==> src/rtl/interrupt_controller.sv <==
// interrupt_controller: edge-triggered lowest-index-first interrupt controller with wfi wakeup; INTERRUPT_MASK_EN adds a mask register
module interrupt_controller #(
  parameter int N_IRQ = 8
) (
  input  logic                     clk,
  input  logic                     nreset,
  input  logic [N_IRQ-1:0]         irq_in,
  input  logic                     wfi,
  input  logic                     interrupt_ack,
  input  logic                     reti,
`ifdef INTERRUPT_MASK_EN
  input  logic                     mask_we,
  input  logic [N_IRQ-1:0]         mask_data,
`endif
  output logic                     interrupt,
  output logic [$clog2(N_IRQ)-1:0] interrupt_no,
  output logic                     wakeup,
  output logic                     error
);
  localparam int W = $clog2(N_IRQ);
  typedef enum logic [1:0] {IDLE, REQUEST, SERVICE} state_t;
  state_t state_q, state_d;
  logic [N_IRQ-1:0] prev_q, pend_q, pend_d, en, act, clr;
  logic [W-1:0] no_q, no_d, sel;
  logic int_q, int_d, wake_q, err_q, err_d;
`ifdef INTERRUPT_MASK_EN
  logic [N_IRQ-1:0] mask_q;
  always_ff @(posedge clk)
    if (!nreset) mask_q <= '0;
    else if (mask_we) mask_q <= mask_data;
  assign en = mask_q;
`else
  assign en = '1;
`endif
  assign act = pend_q & en;
  // a fresh edge in the ack cycle re-arms the line, so set wins over clear
  assign pend_d = (pend_q & ~clr) | (irq_in & ~prev_q);
  always_comb begin
    sel = '0;
    for (int i = N_IRQ - 1; i >= 0; i--)
      if (act[i]) sel = W'(i);
    state_d = state_q;
    int_d = int_q;
    no_d = no_q;
    clr = '0;
    err_d = err_q | (interrupt_ack && state_q != REQUEST) | (reti && state_q != SERVICE);
    case (state_q)
      IDLE: if (|act) begin
        state_d = REQUEST;
        int_d = 1'b1;
        no_d = sel;
      end
      REQUEST: if (interrupt_ack) begin
        state_d = SERVICE;
        int_d = 1'b0;
        clr[no_q] = 1'b1;
      end
      SERVICE: if (reti) state_d = IDLE;
      default: state_d = IDLE;
    endcase
  end
  always_ff @(posedge clk)
    if (!nreset) begin
      state_q <= IDLE;
      prev_q <= '0;
      pend_q <= '0;
      int_q <= 1'b0;
      no_q <= '0;
      wake_q <= 1'b0;
      err_q <= 1'b0;
    end else begin
      state_q <= state_d;
      prev_q <= irq_in;
      pend_q <= pend_d;
      int_q <= int_d;
      no_q <= no_d;
      wake_q <= wfi & (|act);
      err_q <= err_d;
    end
  assign interrupt = int_q;
  assign interrupt_no = no_q;
  assign wakeup = wake_q;
  assign error = err_q;
endmodule
==> config.mk <==
export PLATFORM = sky130hd
export DESIGN_NAME = interrupt_controller
export DESIGN_NICKNAME = d
export VERILOG_FILES = /design/src/rtl/interrupt_controller.sv
export SDC_FILE = /design/constraint.sdc
export NUM_CORES = 1
export LEC_CHECK = 0
export ABC_AREA = 0
export CORE_MARGIN = 1
export CORE_UTILIZATION = 50
export DETAILED_ROUTE_END_ITERATION = 8
export PLACE_DENSITY = 0.85
export SYNTH_ARGS = -nofsm -noshare
export SYNTH_HDL_FRONTEND = slang
export SYNTH_SLANG_ARGS = --single-unit
export TNS_END_PERCENT = 50
==> constraint.sdc <==
create_clock -name clk -period 2.5 [get_ports clk]
set_clock_uncertainty 0.2 [all_clocks]
set_input_delay 0.375 -clock clk [delete_from_list [all_inputs] [get_ports clk]]
set_output_delay 0.375 -clock clk [all_outputs]
set_load 0.1 [all_outputs]
==> reports/qor_table.md, run 1 <==
| Result | Reported |
|---|---|
| Count of unique library cells instantiated by Yosys | 28 |
| CP endpoint kind | primary output |
| Cell type group with the largest total delay on the critical path | flip-flops |
| Min-Delay Path Depth | 1 |
| TritonCTS Buffers | 3 |
| Clock tree buffer depth | 2 |
| Post-DP HPWL | 1296 µm |
| Number of design rule violations left after detail routing | 0 |
| Cell Area, Synth | 959.7 µm² |
| Wire per inst | 11.79 µm |
| Peak supply drop | 437.9 µV |
| Run status | completed |
| Total cell area at the placement stage | 1156 µm² |
| Arrival time at the worst endpoint | 1.16 ns |
| Worst-Margin Slew | 0.4104 ns |
| Commonest cells in the synthesized netlist | 24 x sky130_fd_sc_hd__dfxtp_1, 9 x sky130_fd_sc_hd__and2_1, 9 x sky130_fd_sc_hd__o21ai_0, 8 x sky130_fd_sc_hd__a21boi_0, 8 x sky130_fd_sc_hd__nand2b_1 |
| Delay of the slowest cell on the worst path | 0.50 ns |
| Worst hold endpoint | error |
| Crit Reg-Reg Endpoint | act[0] |
| GRT overflow | 0 |
| Maximum Capacitance Violations | 0 |
| Vias in the first global route | 640 |
| Hold-fix buffers at CTS | 0 |
| Vias | 750 |
| Sequential standard cell area | 480.5 µm² |
| Ordered cell list for the critical path | buf_4 |
| Type of the worst min-delay path | register to register |
| Fill cell count | 165 |
| Antenna Violating Nets Remaining | 0 |
| Cell count after synthesis | 101 |
| Proportion of synthesized flip-flops having asynchronous set or reset | 0 |
| Count of buffer and inverter cells on the critical path | 1 |
| Power per Cell Area | 687.0 nW/µm² |
| Maximum number of pins on one net before global-route repair | 16 |
| Number of ports placed on the die boundary | 19 |
| Worst rel slew slack | 0.7229 |
| Post-layout nets | 136 |
| Peak fanout along the critical path | 7 |
| Overall routed net length | 1721 µm |
| Vertical die dimension | 45.81 µm |
| Post-CTS setup buffers | 0 |
| Area occupied by multi-input gates | 464.2 µm² |
| Initial antenna violation count | 0 |
| Source of the worst hold timing path | error |
| Worst Path Class, Setup | register to primary output |
| Worst path slowest cell | sky130_fd_sc_hd__dfxtp_1 |
| Unrepaired setup endpoints after global routing | false |
| # resized after CTS | 0 |
| Lkg Pwr | 0.4644 nW |
| Worst Path Required | 1.92 ns |
| Post-synth top area share | 0.5007 |
| Die Area | 2099 µm² |
| Register-to-Register Path Depth | 4 |
| Mean instance size in the synthesized netlist | 9.502 µm² |
| Final setup viols | 0 |
| Clock net sink count | 24 |
| Hold Violations, Final | 0 |
| Synthesis-to-finish area growth | 22.82% |
| Total GRT Usage | 0.1893 |
| Pins Over Slew Limit | 0 |
| Smallest hold slack | 0.2804 ns |
| Wire length of the first global-routing pass | 2663 µm |
| Number of buffers added on ports | 18 |
| Starting Density | 0.5440 |
| EDFF count, synth | 0 |
| Crit Reg-Reg Startpoint | state_q[0] |
| Routability congestion estimate | 0.7499 |
| Sort of element at the start of the critical path | register |
| Via density | 5.137 |
| Post-Syn Nets | 114 |
| Post-CTS clock slew at the launch and capture registers of the worst setup and hold paths | 0.12 ns |
| Core area | 1764 µm² |
| Die X | 45.81 µm |
| Fraction of the cycle the final worst path needs | 0.6926 |
| Number of synthesis warnings | 0 |
| Number of inserted diodes | 0 |
| Post-route standard cell area excluding fillers | 1179 µm² |
| First-pass iteration count of the detailed router | 4 |
| Primary FF master, synth | sky130_fd_sc_hd__dfxtp_1 |
| Most common cell in the netlist | sky130_fd_sc_hd__dfxtp_1 |
| Top cells by area in the synthesized netlist | sky130_fd_sc_hd__dfxtp_1 50%, sky130_fd_sc_hd__a21boi_0 6.3%, sky130_fd_sc_hd__and2_1 5.9% |
| CTS H-tree lvls | 1 |
| Source-to-sink clock delay at the later pin of the worst-skew pair | 0.31 ns |
| TritonCTS clock tree | built |
| Synth Register Bits | 24 |
| Fmax | 577.5 MHz |
| CTS Root Buffer Type | sky130_fd_sc_hd__clkbuf_4 |
| Aggregate negative setup slack | 0 ns |
| R2R setup slack | 1.06 ns |
| Share of layout cells above drive strength 1 | 0.1405 |
| Synth area leader | sky130_fd_sc_hd__dfxtp_1 |
| Sequential element share of the synthesized area | 0.5007 |
| Final critical-path required period | 1.732 ns |
| Initial DRC count | 17 |
| Core Rows | 15 |
## cell usage in the layout (no fill, tap or decap), types with 4 or more instances in the layout
| cell | count |
|---|---|
| sky130_fd_sc_hd__a21boi_0 | 8 |
| sky130_fd_sc_hd__a21oi_1 | 4 |
| sky130_fd_sc_hd__and2_1 | 9 |
| sky130_fd_sc_hd__buf_4 | 7 |
| sky130_fd_sc_hd__clkdlybuf4s50_1 | 12 |
| sky130_fd_sc_hd__dfxtp_1 | 24 |
| sky130_fd_sc_hd__nand2_1 | 6 |
| sky130_fd_sc_hd__nand2b_1 | 8 |
| sky130_fd_sc_hd__nor2_1 | 7 |
| sky130_fd_sc_hd__o21ai_0 | 9 |
## worst max-delay path by stage
stage	start	endpoint	slack, ns	depth (start not counted)
2_1_floorplan	interrupt_no[0]	act[1]	0.62	3
3_3_place_gp	interrupt_ack	act[0]	0.66	5
3_5_place_dp	interrupt_ack	act[0]	0.58	5
4_1_cts	interrupt_no[1]	interrupt_no[1]	0.76	1
5_1_grt	interrupt_no[1]	interrupt_no[1]	0.74	1
6_report	interrupt_no[1]	interrupt_no[1]	0.77	1
## stage by stage
step | util | instances | worst slack (ns) | total power [mW]
after global placement | 0.6553 | 143 | 0.6567 | 0.6542
after CTS | 0.6681 | 146 | 0.7605 | 0.8203
after detailed placement | 0.6553 | 143 | 0.5781 | 0.6590
after global routing | 0.6681 | 146 | 0.7351 | 0.8486
after floorplan | - | 101 | 0.6191 | 0.5985
final | 0.6681 | 146 | 0.7684 | 0.8097
## flip-flops by register name, summed over array words and instances, names as in the netlist
| register | cells |
|---|---|
| prev_q | 8 |
| wakeup | 1 |
| state_q | 2 |
| interrupt_no | 3 |
| interrupt | 1 |
| error | 1 |
| act | 8 |
## cell families (layout without fill, tap and decap cells)
| group | count (synthesis) | in the layout | share of synthesized area |
|---|---|---|---|
| buffers and inverters | 4 | 24 | 0.01565 |
| DFF | 24 | 24 | 0.5007 |
| AOI/OAI and AO/OA | 26 | 26 | 0.1773 |
| and+or+nand+nor | 46 | 46 | 0.2960 |
| muxes | 1 | 1 | 0.01043 |
## worst reg2reg max path, cell delays in order (launching register included)
cell and delay [ns]:
sky130_fd_sc_hd__dfxtp_1 0.43, sky130_fd_sc_hd__nand3b_1 0.15, sky130_fd_sc_hd__or2_4 0.28, sky130_fd_sc_hd__nor4_2 0.21, sky130_fd_sc_hd__nor2_1 0.08
## layer usage
metal	global-route usage	wire (µm)	up-vias
li1	-	-	393
met1	0.2083	770	335
met2	0.3114	822	18
met3	0.02778	72	4
met4	0.1706	55	0
met5	0	0	-
## area by class of cell
class | count | share of cell area
flip-flops and latches | 24 | 0.4076
clock buffers | 3 | 0.01911
well taps | 25 | 0.02654
multi-input cells | 73 | 0.3938
inverters | 2 | 0.006369
repair buffers | 19 | 0.1465
## report_power, final
group / total (mW) / switching (mW) / internal [mW]
sequential: 0.445 / 0.0311 / 0.414
combinational: 0.204 / 0.130 / 0.0739
clock: 0.160 / 0.104 / 0.0564
Power figures use the tool's default switching activity.
==> run 2, diff against run 1 <==
--- a/config.mk
+++ b/config.mk
@@ -6,10 +6,11 @@
 export NUM_CORES = 1
 export LEC_CHECK = 0
 export ABC_AREA = 0
+export CORE_ASPECT_RATIO = 1.5
 export CORE_MARGIN = 1
-export CORE_UTILIZATION = 50
+export CORE_UTILIZATION = 49
 export DETAILED_ROUTE_END_ITERATION = 8
-export PLACE_DENSITY = 0.85
+export PLACE_DENSITY = 0.83
 export SYNTH_ARGS = -nofsm -noshare
 export SYNTH_HDL_FRONTEND = slang
 export SYNTH_SLANG_ARGS = --single-unit
==> constraint.sdc (replaced) <==
create_clock -name clk -period 1.7 [get_ports clk]
set_clock_uncertainty 0.2 [all_clocks]
set_input_delay 0.255 -clock clk [delete_from_list [all_inputs] [get_ports clk]]
set_output_delay 0.255 -clock clk [all_outputs]
set_load 0.1 [all_outputs]
==> run 2 against run 1 <==
  * Non-clock buffer count is 3 higher
  * Final cell count decreased by 0.68%
  * Critical path depth up 3
  * Hold slack better by 0.021 ns
  * Largest power group unchanged
  * Critical endpoint is now interrupt_no[1]
  * Global-route usage grew 1.1 points
  * Die area grew 2.1%
  * Routed wire length increased by 4.5%
  * Power grew 55%
  * Sequential cell count unchanged
==> reports/qor_table.md, run 2 (synthesis results as in run 1) <==
| Result | Reported |
|---|---|
| Post-CTS clock slew at the launch and capture registers of the worst setup and hold paths | 0.11 ns |
| Vertical die dimension | 56.20 µm |
| Lkg Pwr | 0.5007 nW |
| Worst Slack Setup Final | 0.2642 ns |
| Most common library cell in the layout ignoring fill and taps | sky130_fd_sc_hd__dfxtp_1 |
| TritonCTS Buffers | 3 |
| Crit Reg-Reg Endpoint | interrupt_no[1] |
| Share of layout cells above drive strength 1 | 0.1855 |
| Fill cell count | 148 |
| Core area | 1831 µm² |
| Peak supply drop | 659.7 µV |
| Fraction of the cycle the final worst path needs | 0.8446 |
| Min-Delay Path Depth | 2 |
| Post-route standard cell area excluding fillers | 1275 µm² |
| Highest-count cells in the layout ignoring fill and taps | 21 x sky130_fd_sc_hd__dfxtp_1, 12 x sky130_fd_sc_hd__clkdlybuf4s50_1, 9 x sky130_fd_sc_hd__and2_1, 9 x sky130_fd_sc_hd__o21ai_0 |
| Antenna Violating Nets Remaining | 0 |
| Pre-CTS setup slack | -0.04837 ns |
| Number of design rule violations left after detail routing | 0 |
| Unrepaired setup endpoints after global routing | false |
| Run status | completed |
| Source of the worst hold timing path | wfi |
| Ordered cell list for the critical path | nor4_2, nand2_1, nand2_1, mux2i_1 |
| Core Rows | 19 |
| Synthesis-to-finish area growth | 32.86% |
| Initial antenna violation count | 0 |
| Pins Over Slew Limit | 0 |
| Initial DRC count | 20 |
| Total cell area at the placement stage | 1252 µm² |
| WP depth | 4 |
| Final critical-path required period | 1.436 ns |
| Clock tree buffer depth | 2 |
| Post-CTS setup buffers | 0 |
| Die X | 38.14 µm |
| Starting Density | 0.5243 |
| Number of ports placed on the die boundary | 19 |
| Hold Violations, Final | 0 |
| Hold-fix buffers at CTS | 0 |
| Number of inserted diodes | 0 |
| Sort of element at the start of the critical path | register |
| Source-to-sink clock delay at the later pin of the worst-skew pair | 0.31 ns |
| Via density | 5.572 |
| Crit Reg-Reg Startpoint | act[6] |
| Worst Path Required | 1.75 ns |
| Worst path slowest cell | sky130_fd_sc_hd__dfxtp_1 |
| R2R setup slack | 0.26 ns |
| Routability congestion estimate | 0.9498 |
| GRT overflow | 0 |
| Count of buffer and inverter cells on the critical path | 0 |
| TritonCTS clock tree | built |
| Register-to-Register Path Depth | 4 |
| Arrival time at the worst endpoint | 1.48 ns |
| Finished Core Util | 0.6965 |
| Power per Cell Area | 982.5 nW/µm² |
| Most used cell, CP | sky130_fd_sc_hd__nand2_1 |
| Worst rel slew slack | 0.7210 |
| Peak fanout along the critical path | 4 |
| Final setup viols | 0 |
| Wire per inst | 12.41 µm |
| Delay of the slowest cell on the worst path | 0.36 ns |
| Worst hold endpoint | wakeup |
| Type of the worst min-delay path | input pin to register |
| First-pass iteration count of the detailed router | 4 |
| CP endpoint kind | register |
| Total GRT Usage | 0.1998 |
| CTS H-tree lvls | 1 |
| Clock net sink count | 24 |
| Die Area | 2143 µm² |
| Post-layout nets | 139 |
| # resized after CTS | 0 |
| Wire length of the first global-routing pass | 3063 µm |
| Number of buffers added on ports | 18 |
| Fmax | 696.5 MHz |
| Worst-Margin Slew | 0.4132 ns |
| Overall routed net length | 1799 µm |
| Maximum Capacitance Violations | 0 |
| Worst Path Class, Setup | register to register |
| Vias | 808 |
| Vias in the first global route | 787 |
| Maximum number of pins on one net before global-route repair | 13 |
| CTS Root Buffer Type | sky130_fd_sc_hd__clkbuf_4 |
| Cell type group with the largest total delay on the critical path | simple AND/OR/NAND/NOR gates |
==> run 2: area by class of cell <==
| cell class | count | area (µm²) | share of cell area |
|---|---|---|---|
| Multi-Input combinational cell | 73 | 464.2 | 0.3641 |
| Clock buffer | 3 | 22.52 | 0.01766 |
| Inverter | 2 | 7.507 | 0.005888 |
| Tap cell | 21 | 26.28 | 0.02061 |
| Timing Repair Buffer | 22 | 270.3 | 0.2120 |
| Sequential cell | 24 | 484.2 | 0.3798 |
==> run 2: worst max path at each step <==
| stage | from | to |
|---|---|---|
| finish | act[6] | interrupt_no[1] |
| global route | act[3] | interrupt_no[1] |
| CTS | act[6] | interrupt_no[1] |
| detailed placement | interrupt_ack | act[0] |
| global placement | interrupt_ack | act[0] |
| floorplan | interrupt_no[0] | act[1] |
==> run 2: per-stage QoR <==
step / cells / power (mW) / hold slack (ns) / setup TNS, ns
2_1_floorplan: 101 / 0.8826 / 0.1767 / 0
3_3_place_gp: 142 / 1.020 / 0.2778 / -0.01096
3_5_place_dp: 142 / 1.028 / 0.2897 / -0.1077
4_1_cts: 145 / 1.261 / 0.3016 / 0
5_1_grt: 145 / 1.306 / 0.3125 / 0
6_report: 145 / 1.253 / 0.3018 / 0
==> run 2: power breakdown <==
group          total (mW)  internal [mW]  switching (mW)  leakage [nW]
clock network       0.238         0.0830           0.155        0.0138
registers           0.667          0.612          0.0557         0.201
logic               0.347          0.155           0.192         0.286
total                1.25          0.850           0.403         0.501
==> run 2: routing by layer <==
layer | track usage | part of all wire
met5 | 0 | 0
met4 | 0.1429 | 0.043
met3 | 0.02800 | 0.041
met2 | 0.3293 | 0.52
met1 | 0.2179 | 0.39
==> run 3, diff against run 2 <==
==> constraint.sdc (replaced) <==
create_clock -name clk -period 1.48 [get_ports clk]
set_clock_uncertainty 0.2 [all_clocks]
set_input_delay 0.222 -clock clk [delete_from_list [all_inputs] [get_ports clk]]
set_output_delay 0.222 -clock clk [all_outputs]
set_load 0.1 [all_outputs]
==> run 3 against run 2 <==
  * Hold slack worse by 0.029 ns
  * Largest power group unchanged
  * Combinational power up 18%
  * Final cell count unchanged
  * Largest cell class unchanged
==> reports/qor_table.md, run 3 (synthesis results as in run 1) <==
| Result | Reported |
|---|---|
| Run status | completed |
| Post-Place Cells | 142 |
| Arrival time at the worst endpoint | 1.46 ns |
| Lkg Pwr | 0.5058 nW |
| Final critical-path required period | 1.407 ns |
| Post-CTS setup buffers | 0 |
| Total GRT Usage | 0.2028 |
| TritonCTS Buffers | 3 |
| Type of the worst min-delay path | input pin to register |
| Delay of the slowest cell on the worst path | 0.37 ns |
| TritonCTS clock tree | built |
| CTS Root Buffer Type | sky130_fd_sc_hd__clkbuf_4 |
| Routability congestion estimate | 0.9501 |
| Number of buffers added on ports | 18 |
| Initial DRC count | 19 |
| Clock tree buffer depth | 2 |
| Antenna Violating Nets Remaining | 0 |
| Maximum Capacitance Violations | 0 |
| Worst rel slew slack | 0.7391 |
| Area occupied by multi-input gates | 484.2 µm² |
| Worst path slowest cell | sky130_fd_sc_hd__dfxtp_1 |
| Sequential standard cell area | 486.7 µm² |
| WP depth | 4 |
| Ordered cell list for the critical path | nor4_4, nand2_2, nand2_1, mux2i_1 |
| Starting Density | 0.5243 |
| Core Rows | 19 |
| Smallest hold slack | 0.2724 ns |
| Worst-Margin Slew | 0.3864 ns |
| Wire per inst | 13.06 µm |
| Wire length of the first global-routing pass | 3098 µm |
| GRT overflow | 0 |
| Hold Violations, Final | 0 |
| Synthesis-to-finish area growth | 35.20% |
| Number of inserted diodes | 0 |
| Worst Path Class, Setup | register to register |
| Via density | 5.559 |
| Maximum number of pins on one net before global-route repair | 13 |
| Crit Reg-Reg Startpoint | act[6] |
| Register-to-Register Path Depth | 4 |
| End point of the critical path | interrupt_no[1] |
| Fill cell count | 143 |
| Post-DP HPWL | 1357 µm |
| Pins Over Slew Limit | 0 |
| Sort of element at the start of the critical path | register |
| Worst Path Required | 1.53 ns |
| Most common library cell in the layout ignoring fill and taps | sky130_fd_sc_hd__dfxtp_1 |
| Peak fanout along the critical path | 4 |
| Die X | 38.14 µm |
| Core area | 1831 µm² |
| Post-layout nets | 139 |
| Hold-fix buffers at CTS | 0 |
| Share of layout cells above drive strength 1 | 0.2097 |
| Unrepaired setup endpoints after global routing | false |
| Cell type group with the largest total delay on the critical path | simple AND/OR/NAND/NOR gates |
| Power per Cell Area | 1124 nW/µm² |
| Fraction of the cycle the final worst path needs | 0.9504 |
| Highest-count cells in the layout ignoring fill and taps | 19 x sky130_fd_sc_hd__dfxtp_1, 12 x sky130_fd_sc_hd__clkdlybuf4s50_1, 9 x sky130_fd_sc_hd__and2_1 |
| Post-CTS clock slew at the launch and capture registers of the worst setup and hold paths | 0.11 ns |
| Critical path origin | act[6] |
| Initial antenna violation count | 0 |
| Number of ports placed on the die boundary | 19 |
| Vias in the first global route | 782 |
| Final standard cell count with taps included and fillers excluded | 145 |
| Vias | 806 |
| R2R setup slack | 0.07 ns |
| Peak supply drop | 738.8 µV |
| Clock net sink count | 24 |
| Count of buffer and inverter cells on the critical path | 0 |
| CTS H-tree lvls | 1 |
| Number of design rule violations left after detail routing | 0 |
| Source-to-sink clock delay at the later pin of the worst-skew pair | 0.31 ns |
| First-pass iteration count of the detailed router | 4 |
| Overall routed net length | 1893 µm |
| Crit Reg-Reg Endpoint | interrupt_no[1] |
| Die Area | 2143 µm² |
| Final setup viols | 0 |
| Fmax | 710.9 MHz |
| Vertical die dimension | 56.20 µm |
| CP endpoint kind | register |
[run 3: metal layers]
metal  GRT usage  share of wire  up-vias
li1            -              -      403
met1      0.2199           0.40      375
met2      0.3511           0.53       23
met3     0.02400          0.039        5
met4      0.1173          0.025        0
met5           0              0        -
[run 3: per-stage QoR]
step / power [mW] / area (µm²) / utilization / setup slack [ns] / setup TNS, ns
finish: 1.458 / 1297 / 0.7088 / 0.07335 / 0
global route: 1.513 / 1297 / 0.7088 / 0.01455 / 0
CTS: 1.450 / 1275 / 0.6965 / 0.04212 / 0
detailed placement: 1.180 / 1252 / 0.6842 / -0.2259 / -1.311
global placement: 1.172 / 1252 / 0.6842 / -0.1979 / -1.205
floorplan: 1.014 / 963.4 / - / -0.03143 / -0.03143
[run 3: power breakdown]
group          internal (mW)  total, mW  switching [mW]
Combinational          0.184      0.409           0.226
Sequential             0.704      0.775          0.0710
Clock                 0.0955      0.274           0.178
[run 3: cell type report]
class / count / area share
Timing Repair Buffer: 22 / 0.2083
Tap cell: 21 / 0.02025
Sequential cell: 24 / 0.3751
Inverter: 2 / 0.005786
Clock buffer: 3 / 0.01736
Multi-Input combinational cell: 73 / 0.3732
[run 3: worst register-to-register path, delay by kind of cell, from the launching register on]
family | cells | cell delay, ns
AND/OR/NAND/NOR | 3 | 0.59
flip-flops | 1 | 0.37
multiplexers | 1 | 0.19
[run 3: worst min path at each step]
| stage | depth (start not counted) | start | to | slack, ns |
|---|---|---|---|---|
| finish | 2 | wfi | wakeup | 0.27 |
| global route | 2 | wfi | wakeup | 0.29 |
| CTS | 2 | wfi | wakeup | 0.27 |
| detailed placement | 2 | prev_q[3] | act[3] | 0.29 |
| global placement | 2 | prev_q[3] | act[3] | 0.28 |
| floorplan | 1 | irq_in[0] | prev_q[0] | 0.14 |
[run 3: what timing repair did]
item / CTS / global route
setup endpoints to repair: 0 / 9
gates resized for setup: 0 / 6
endpoints found under the hold margin: 0 / 0
